===== config.mk =====
export PLATFORM = sky130hd
export DESIGN_NAME = uart_serial_rx
export DESIGN_NICKNAME = d
export VERILOG_FILES = /design/src/rtl/uart_pkg.sv /design/src/rtl/uart_baud_tick.sv /design/src/rtl/uart_serial_rx.sv
export SDC_FILE = /design/constraint.sdc
export NUM_CORES = 1
export LEC_CHECK = 0
export ABC_CLOCK_PERIOD_IN_PS = 2650
export BUFFER_PORTS_ARGS = -buffer_cell sky130_fd_sc_hd__buf_2
export CAP_MARGIN = 40
export CORE_MARGIN = 1.5
export CORE_UTILIZATION = 58
export DETAILED_ROUTE_END_ITERATION = 10
export PLACE_DENSITY = 0.78
export SLEW_MARGIN = 20
export SYNTH_ARGS = -nofsm -noshare
export SYNTH_HDL_FRONTEND = slang
export SYNTH_SLANG_ARGS = --single-unit
export TNS_END_PERCENT = 50

===== constraint.sdc =====
create_clock -name i_clk -period 2.65 [get_ports i_clk]
set_input_delay 0.795 -clock i_clk [delete_from_list [all_inputs] [get_ports i_clk]]
set_output_delay 0.795 -clock i_clk [all_outputs]
set_load 0.005 [all_outputs]

===== src/rtl/uart_pkg.sv =====
// Shared definitions for the UART receive path: FSM states, frame codes,
// sample-point position and a character-size decoder.
package uart_pkg;

  typedef enum logic [2:0] {IDLE, START, DATA, PARITY, STOP} rx_state_e;

  // i_char_size codes; 4..6 decode as 8 bits
  localparam logic [2:0] CHAR_5 = 3'd0;
  localparam logic [2:0] CHAR_6 = 3'd1;
  localparam logic [2:0] CHAR_7 = 3'd2;
  localparam logic [2:0] CHAR_8 = 3'd3;
  localparam logic [2:0] CHAR_9 = 3'd7;

  // i_parity codes; bit 1 enables, bit 0 selects odd
  localparam logic [1:0] PAR_NONE = 2'b00;
  localparam logic [1:0] PAR_RSVD = 2'b01;
  localparam logic [1:0] PAR_EVEN = 2'b10;
  localparam logic [1:0] PAR_ODD  = 2'b11;

  // centre of the 16 sub-samples; majority uses MID-1, MID, MID+1
  localparam logic [3:0] MID_SAMPLE = 4'd8;

  // number of data bits carried by a frame
  function automatic logic [3:0] char_bits(input logic [2:0] cs);
    case (cs)
      CHAR_5:  char_bits = 4'd5;
      CHAR_6:  char_bits = 4'd6;
      CHAR_7:  char_bits = 4'd7;
      CHAR_9:  char_bits = 4'd9;
      default: char_bits = 4'd8;
    endcase
  endfunction

endpackage


===== src/rtl/uart_baud_tick.sv =====
// 16x oversampling tick generator: one-cycle tick every (i_ubrr+1) clocks.
// A synchronous clear realigns the phase to a start edge.
module uart_baud_tick #(
  parameter int DIV_W = 12
) (
  input  logic             i_clk,
  input  logic             i_rst_n,
  input  logic [DIV_W-1:0] i_ubrr,
  input  logic             i_clr,
  output logic             o_tick
);

  logic [DIV_W-1:0] cnt;

  // tick when the down-counter hits zero; i_ubrr=0 ticks every clock
  assign o_tick = (cnt == '0);

  // reload on clear or terminal count, otherwise count down
  always_ff @(posedge i_clk or negedge i_rst_n) begin
    if (!i_rst_n)                cnt <= '0;
    else if (i_clr || o_tick)    cnt <= i_ubrr;
    else                         cnt <= cnt - 1'b1;
  end

endmodule


===== src/rtl/uart_serial_rx.sv =====
// Asynchronous serial receiver: synchronizes the line, oversamples each bit
// 16x with a 3-sample majority vote, and presents characters plus frame,
// parity and overrun status on a valid/ready handshake.
module uart_serial_rx
  import uart_pkg::*;
#(
  parameter int DIV_W    = 12,
  parameter int SYNC_STG = 2
) (
  input  logic             i_clk,
  input  logic             i_rst_n,
  input  logic             i_rx,
  input  logic [DIV_W-1:0] i_ubrr,
  input  logic [2:0]       i_char_size,
  input  logic [1:0]       i_parity,
  input  logic             i_rx_en,
  input  logic             i_ready,
  output logic [8:0]       o_data,
  output logic             o_valid,
  output logic             o_frame_err,
  output logic             o_parity_err,
  output logic             o_overrun,
  output logic             o_busy
);

  rx_state_e           state;
  logic [SYNC_STG-1:0] sync_q;
  logic                rx_s, rx_prev;
  logic                tick, start_edge, maj, at_mid, at_end;
  logic [3:0]          sub, bit_cnt, nbits;
  logic [8:0]          shreg;
  logic                s7, s8, par_acc, par_en, par_odd;
  logic                done, done_fe, done_pe;

  assign rx_s       = sync_q[SYNC_STG-1];
  assign start_edge = i_rx_en && rx_prev && !rx_s;
  assign maj        = (s7 & s8) | (s7 & rx_s) | (s8 & rx_s);
  assign at_mid     = (sub == MID_SAMPLE + 4'd1);
  assign at_end     = (sub == 4'd15);
  assign o_busy     = (state != IDLE);

  uart_baud_tick #(.DIV_W(DIV_W)) u_tick (
    .i_clk   (i_clk),
    .i_rst_n (i_rst_n),
    .i_ubrr  (i_ubrr),
    .i_clr   (state == IDLE && start_edge),
    .o_tick  (tick)
  );

  // line synchronizer plus one delayed copy for falling-edge detection
  always_ff @(posedge i_clk or negedge i_rst_n) begin
    if (!i_rst_n) begin
      sync_q  <= '1;
      rx_prev <= 1'b1;
    end else begin
      sync_q  <= {sync_q[SYNC_STG-2:0], i_rx};
      rx_prev <= rx_s;
    end
  end

  // frame FSM: bit timing, data capture, parity accumulation, stop check
  always_ff @(posedge i_clk or negedge i_rst_n) begin
    if (!i_rst_n) begin
      state   <= IDLE;
      sub     <= '0;
      bit_cnt <= '0;
      nbits   <= 4'd8;
      shreg   <= '0;
      s7      <= 1'b1;
      s8      <= 1'b1;
      par_acc <= 1'b0;
      par_en  <= 1'b0;
      par_odd <= 1'b0;
      done    <= 1'b0;
      done_fe <= 1'b0;
      done_pe <= 1'b0;
    end else begin
      done <= 1'b0;
      if (!i_rx_en) begin
        state <= IDLE;
      end else if (state == IDLE) begin
        if (start_edge) begin
          state   <= START;
          sub     <= '0;
          bit_cnt <= '0;
          shreg   <= '0;
          par_acc <= 1'b0;
          nbits   <= char_bits(i_char_size);
          par_en  <= i_parity[1];
          par_odd <= i_parity[0];
        end
      end else if (tick) begin
        sub <= sub + 4'd1;
        if (sub == MID_SAMPLE - 4'd1) s7 <= rx_s;
        if (sub == MID_SAMPLE)        s8 <= rx_s;
        case (state)
          START: begin
            if (at_mid && maj) state <= IDLE;
            else if (at_end)   state <= DATA;
          end
          DATA: begin
            if (at_mid) begin
              shreg[bit_cnt] <= maj;
              par_acc        <= par_acc ^ maj;
            end
            if (at_end) begin
              if (bit_cnt == nbits - 4'd1) state <= par_en ? PARITY : STOP;
              else                         bit_cnt <= bit_cnt + 4'd1;
            end
          end
          PARITY: begin
            if (at_mid) par_acc <= par_acc ^ maj;
            if (at_end) state   <= STOP;
          end
          STOP: begin
            if (at_mid) begin
              state   <= IDLE;
              done    <= 1'b1;
              done_fe <= ~maj;
              done_pe <= par_en & (par_acc ^ par_odd);
            end
          end
          default: state <= IDLE;
        endcase
      end
    end
  end

  // holding register and handshake; a result arriving while full is dropped
  always_ff @(posedge i_clk or negedge i_rst_n) begin
    if (!i_rst_n) begin
      o_data       <= '0;
      o_valid      <= 1'b0;
      o_frame_err  <= 1'b0;
      o_parity_err <= 1'b0;
      o_overrun    <= 1'b0;
    end else if (done) begin
      if (o_valid && !i_ready) begin
        o_overrun <= 1'b1;
      end else begin
        o_data       <= shreg;
        o_frame_err  <= done_fe;
        o_parity_err <= done_pe;
        o_valid      <= 1'b1;
        if (o_valid) o_overrun <= 1'b0;
      end
    end else if (o_valid && i_ready) begin
      o_valid      <= 1'b0;
      o_frame_err  <= 1'b0;
      o_parity_err <= 1'b0;
      o_overrun    <= 1'b0;
    end
  end

endmodule

=== Yosys cells after proc, flatten, opt, wreduce, memory -nomap -nowiden ===
Cells that the tools add are included.

* $add $sub $neg: 4
* $lt $le $gt $ge: 2
* Eq/ne operators: 23
* Muxes and demuxes: 50
* Bitwise operators: 11
* Reductions and logical operators: 33

{| class="wikitable"
|+ Operator list
! kind !! number
|-
| $mux 9 || 5
|-
| $mux 3 || 11
|-
| $mux 4 || 8
|-
| $mux 1 || 21
|-
| $ne 4x4->1 const B || 4
|-
| $pmux 4 s4 || 1
|-
| $reduce_and 5->1 || 3
|-
| $eq 4x4->1 const B || 3
|-
| $logic_not 12->1 || 1
|-
| $mux 12 || 1
|-
| $pmux 3 s4 || 1
|-
| $reduce_bool 2->1 || 6
|-
| $sub 12x1->12 const B || 1
|-
| $bwmux 9 || 1
|-
| $eq 3x2->1 const B || 3
|-
| $add 4x1->4 const B || 2
|-
| $reduce_and 4->1 || 2
|-
| $logic_and 1x1->1 || 7
|-
| $reduce_and 7->1 || 1
|-
| $eq 3x1->1 const B || 2
|-
| $eq 3x3->1 const B || 2
|-
| $logic_not 3->1 || 2
|-
| $ne 2x2->1 const B || 3
|-
| $reduce_and 2->1 || 3
|-
| other kinds (20) || 29
|}

* Bits in registers: 60
* Bits of input ports: 22

=== Depth between registers and ports, before layout ===
* Depth in word-level cells: 9
* Depth in mapped cells: 9
* Gate-level depth less buffers: 7

=== By module ===
A second synthesis with hierarchy kept.

* Cells, all modules: 311
* Area, all modules: 3150.5 sq um

{| class="wikitable"
|+ By module, submodules not included
! module !! times used !! cells an instance !! area each (sq um) !! seq. area each (sq um)
|-
| uart_serial_rx || 1 || 241 || 2477.4 || 1208.7
|-
| uart_baud_tick || 1 || 70 || 673.1 || 300.3
|}

=== Worst setup path after synthesis ===
No wires, ideal clock.

* Kind: input-to-reg
* Start point: input port i_rx_en
* End point: register state[2]
* Setup time: 0.110 ns
* Data arrival time: 2.378 ns
* Data required time: 2.540 ns
* Path slack: 0.162 ns
* Cell stages on the path: 7
* Buffers on the path: 2
* Cells stage by stage: buf_4 nor3b_2 and3_1 clkbuf_1 a21oi_1 or3_4 o41ai_1

* Word-level cells in the longest chain between the ends: 4
* Elaborated cells between the ends (all ways): 11
* Classes of those cells: eq/ne: 7; mux: 1; reduce/logical: 3

{| class="wikitable"
|+ Ends and longest elaborated chain
! element !! RTL line !! RTL
|-
| start, declared || uart_serial_rx.sv:16 || <nowiki>input logic i_rx_en,</nowiki>
|-
| $logic_and 1x1->1 (2 in series) || uart_serial_rx.sv:36 || <nowiki>assign start_edge = i_rx_en && rx_prev && !rx_s;</nowiki>
|-
| $ne 3x3->1 (no line) || n/a ||
|-
| $reduce_and 7->1 (no line) || n/a ||
|-
| end signal, assigned || uart_serial_rx.sv:107 || <nowiki>if (bit_cnt == nbits - 4'd1) state <= par_en ? PARITY : STOP;</nowiki>
|-
| end, declared || uart_serial_rx.sv:26 || <nowiki>rx_state_e state;</nowiki>
|}

Parallel ways exist; a longest one is shown, timed or not.
A chain may end at the register's enable or synchronous reset.

=== Worst setup path in the final report ===
* Start point: register u_tick.cnt[0]
* End point: register s7

* Word-level cells in the longest chain between the ends: 2

{| class="wikitable"
|+ Ends and longest elaborated chain
! element !! RTL line !! RTL
|-
| start, declared || uart_baud_tick.sv:13 || <nowiki>logic [DIV_W-1:0] cnt;</nowiki>
|-
| start signal, assigned || uart_baud_tick.sv:21 || <nowiki>else if (i_clr || o_tick) cnt <= i_ubrr;</nowiki>
|-
| start signal, assigned || uart_baud_tick.sv:22 || <nowiki>else cnt <= cnt - 1'b1;</nowiki>
|-
| $logic_not 12->1 || uart_baud_tick.sv:16 || <nowiki>assign o_tick = (cnt == '0);</nowiki>
|-
| $reduce_and 4->1 (no line) || n/a ||
|-
| end signal, assigned || uart_serial_rx.sv:94 || <nowiki>if (sub == MID_SAMPLE - 4'd1) s7 <= rx_s;</nowiki>
|-
| end, declared || uart_serial_rx.sv:32 || <nowiki>logic s7, s8, par_acc, par_en, par_odd;</nowiki>
|}

Every way passes these cells.

==> results summary <==
The flow ran to the end, and the final reports show no timing, DRC or antenna violations. The post-route antenna net violation count is 0. The setup path with the least slack is of type reg -> reg.

The per-instance average area after synthesis came out at approximately 10 sq um. Setup repair after global routing left no endpoint under its margin. The via count of the first global-routing pass is between 2,000 and 2,500. The worst slew margin relative to its limit is a little over 60%. The critical-path maximum fanout is 5. The number of warnings printed during yosys synthesis is 0. VDD sags by at most 0.4978 mV. The final wirelength is about 6200 um.

Static timing analysis puts the maximum clock frequency at approximately 400 MHz. After clock tree synthesis, the clock-pin slew on the worst setup and hold paths is about 60 ps. The data required time at the worst endpoint is about 3000 ps. The number of maximum-capacitance constraint violations came out at 0. The final clock skew is 5.544 ps.

The number of iterations in the first detailed-routing pass came out at 5. The residual DRC count is 0. The violation count after the first detailed-routing iteration came out at between 150 and 200. The portion of synthesized cell area occupied by the leading cell type is between 40% and 50%. The largest single stage delay on the critical path is about 410 ps. The final weighted congestion in routability-driven placement came out at between 0.8 and 0.9. In this design, the largest share of critical-path delay is due to simple AND/OR/NAND/NOR gates. The aggregate global-route resource usage is 23.36%.

The count of pins over their slew limit came to 0. The clock sink count came out at 60. The global-route wire length before repair is around 11,000 um. Traced cell by cell, the critical path runs through inv_2, ha_1, or3b_4, nor4_4, buf_4, nand4_2, or3b_1, mux2_4. The later-pin clock latency in the skew report is 340 ps.

The row count came out at 26. The number of H-tree branching levels is 3. For hold timing, the worst endpoint is sync_q[1]$_DFF_PN1_.

The most frequent cell after synthesis is sky130_fd_sc_hd__dfrtp_1. The largest net degree at the start of global routing came out at 37. The share of flip-flops with an asynchronous set or reset after synthesis is 100.0%.

The net count after synthesis is approximately 340. The static power due to leakage is roughly 1.7 nW. The die covers a little under 6000 sq um. The largest area contributor in the synthesized netlist is sky130_fd_sc_hd__dfrtp_1. The CTS buffer count came out at 9.

The synthesized area came out at between 3000 and 4000 sq um. The register-to-register path setup slack came out at ~130 ps. The number of buffers and inverters on the critical path came out at 2. The area growth from synthesis to layout is 17.80%. The die boundary height came out at 76.53 um. The worst path needs between 2000 and 3000 ps of the cycle, external delays included. The root buffer selected by CTS is sky130_fd_sc_hd__clkbuf_8. The final net count is between 300 and 400. The number of top-level pins is 36. The average wire per cell in the routed design came out at 14.61 um. Counting flops with a built-in enable in the synthesized netlist gives 0. The layout cell share with drive strength beyond 1 came out at 28.57%. STA classifies the critical path startpoint as a flop. The final critical path takes up 94.95% of the cycle. The arrival time of the worst setup path is 2780 ps. The total power is around 2.5 mW. The number of cell instances on the worst register-to-register path came out at 8. The worst-margin pin slew is roughly 560 ps. Once the floorplan was initialized, standard cells occupied 60.62% of the core. The initial antenna violation count came to 0. The startpoint of the lowest-slack hold path is sync_q[0]$_DFF_PN1_.

After synthesis, flip-flops and latches occupy roughly half of the total area. The floorplan step defined a core boundary enclosing roughly 5200 sq um. The floorplan step set the die width to 76.53 um.

The worst register-to-register path begins at u_tick.cnt[0]$_DFF_PN0_. The synthesis-stage register bit count is 60. The setup violation total in the final timing report came out at 0. The count of cell types in the netlist came out at 57. The number of endpoints with negative hold slack in the final report was 0. The post-synthesis instance total is a little over 300. By count the netlist is led by sky130_fd_sc_hd__dfrtp_1, sky130_fd_sc_hd__o21ai_0, sky130_fd_sc_hd__nand2_1.

TritonCTS built the clock tree. The summed negative setup slack over all endpoints came out at 0 ps. The global route total overflow is 0. The worst hold path was traced through 0 stages.

The number of antenna cells inserted came out at 0. The highest-delay cell along the critical path is sky130_fd_sc_hd__dfrtp_1. Input and output buffers added on the ports amount to 35. The vias per cell came out at about 5.7. The detailed placer's ending HPWL came out at ~4400 um. Ranked by total cell area, the synthesized netlist is headed by sky130_fd_sc_hd__dfrtp_1, sky130_fd_sc_hd__dfstp_2, sky130_fd_sc_hd__o21ai_0. The total number of vias is 2,421.

STA classifies the critical path endpoint as a flop. The maximum number of buffers from clock root to sink is 2. The most used flip-flop cell after synthesis is sky130_fd_sc_hd__dfrtp_1.

The path class of the tightest hold or removal check is reg -> reg. The endpoint identified for the worst register-to-register timing path is s7$_DFFE_PN1P_. The total power density per cell area is a little under 700 nW/um^2.
[state kept, by name (all words and copies together) (netlist names), 2 cells and up]
| name | cells |
|---|---|
| o_data | 9 |
| shreg | 9 |
| state | 3 |
| sub | 4 |
| sync_q | 2 |
| u_tick.cnt | 12 |
| bit_cnt | 4 |
| nbits | 4 |
[per-stage QoR]
stage          hold WS, ps  setup slack, ps  utilization [%]  area, sq um  std cells
2_1_floorplan        345.2            161.5                -         3136        305
3_3_place_gp         346.1            184.4            66.38         3433        409
3_5_place_dp         347.6            85.38            66.38         3433        409
4_1_cts              356.5            45.93            70.92         3669        425
5_1_grt              361.6            38.07            71.41         3694        427
6_report             355.5            133.8            71.41         3694        427
[per-layer routing]
metal | vias to the layer above | track usage, % | wire length (um) | part of all wire (%)
li1 | 1190 | - | - | -
met1 | 1155 | 29.83 | 2897 | 46
met2 | 64 | 37.14 | 2965 | 48
met3 | 12 | 4.551 | 263 | 4.2
met4 | 0 | 13.33 | 114 | 1.8
met5 | - | 0 | 0 | 0
[cell type report]
| type | instances | area, sq um |
|---|---|---|
| multi-input combinational | 221 | 1535 |
| sequential | 60 | 1509 |
| fill | 383 | 1479 |
| timing repair buffer | 47 | 277.8 |
| clock buffer | 12 | 165.2 |
| tap | 70 | 87.58 |
| clock inverter | 4 | 70.07 |
| inverter | 13 | 48.80 |
[placed cells by master (no fill, tap or decap), types with 3 or more instances in the layout]
cell type	synthesis	final
sky130_fd_sc_hd__nand2_1	28	28
sky130_fd_sc_hd__a21bo_2	8	8
sky130_fd_sc_hd__o21ai_0	30	30
sky130_fd_sc_hd__nand3_1	12	12
sky130_fd_sc_hd__and3_1	3	3
sky130_fd_sc_hd__nor3_1	5	5
sky130_fd_sc_hd__nor2b_1	4	4
sky130_fd_sc_hd__dfrtp_1	54	54
sky130_fd_sc_hd__or3_1	7	7
sky130_fd_sc_hd__dfstp_2	6	6
sky130_fd_sc_hd__ha_1	10	10
sky130_fd_sc_hd__mux2_2	11	11
sky130_fd_sc_hd__a31oi_1	4	4
sky130_fd_sc_hd__clkbuf_8	0	12
sky130_fd_sc_hd__buf_2	0	35
sky130_fd_sc_hd__xor2_1	6	6
sky130_fd_sc_hd__xnor2_1	11	11
sky130_fd_sc_hd__nand4_1	4	4
sky130_fd_sc_hd__a211oi_1	3	3
sky130_fd_sc_hd__buf_4	1	11
sky130_fd_sc_hd__nand2b_1	3	3
sky130_fd_sc_hd__a21oi_1	14	14
sky130_fd_sc_hd__nor2_1	16	16
sky130_fd_sc_hd__inv_1	13	12
[repair_timing]
| item | 4_1_cts | 5_1_grt |
|---|---|---|
| resized for setup | 0 | 3 |
| buffers inserted | 0 | 2 |
| setup endpoints to repair | 0 | 13 |
| hold buffers | 0 | 0 |
[worst max-delay path by stage]
stage / cells past startpoint / slack [ps] / endpoint / start
after global routing: 8 / 40 / s7$_DFFE_PN1P_ / u_tick.cnt[0]$_DFF_PN0_
final: 8 / 130 / s7$_DFFE_PN1P_ / u_tick.cnt[0]$_DFF_PN0_
after global placement: 7 / 180 / state[2]$_DFFE_PN0P_ / u_tick.cnt[0]$_DFF_PN0_
after detailed placement: 7 / 90 / state[2]$_DFFE_PN0P_ / u_tick.cnt[0]$_DFF_PN0_
after CTS: 7 / 50 / state[2]$_DFFE_PN0P_ / u_tick.cnt[0]$_DFF_PN0_
after floorplan: 7 / 160 / state[2]$_DFFE_PN0P_ / i_rx_en
[cells by family after synthesis]
family,after synthesis,share of synthesized area (%)
adder cells (fa/ha/maj),11,4.310
AO/OA/AOI/OAI,76,15.60
AND/OR/NAND/NOR,102,18.16
multiplexers,14,5.068
flip-flops,60,48.12
XOR/XNOR,18,5.507
buffers and inverters,24,3.232
[report_power, final]
part           leakage, nW  internal [mW]  switching, mW
clock network        0.122          0.603          0.356
registers            0.771           1.03          0.113
logic                0.813          0.200          0.212
Power figures use the tool's default switching activity.
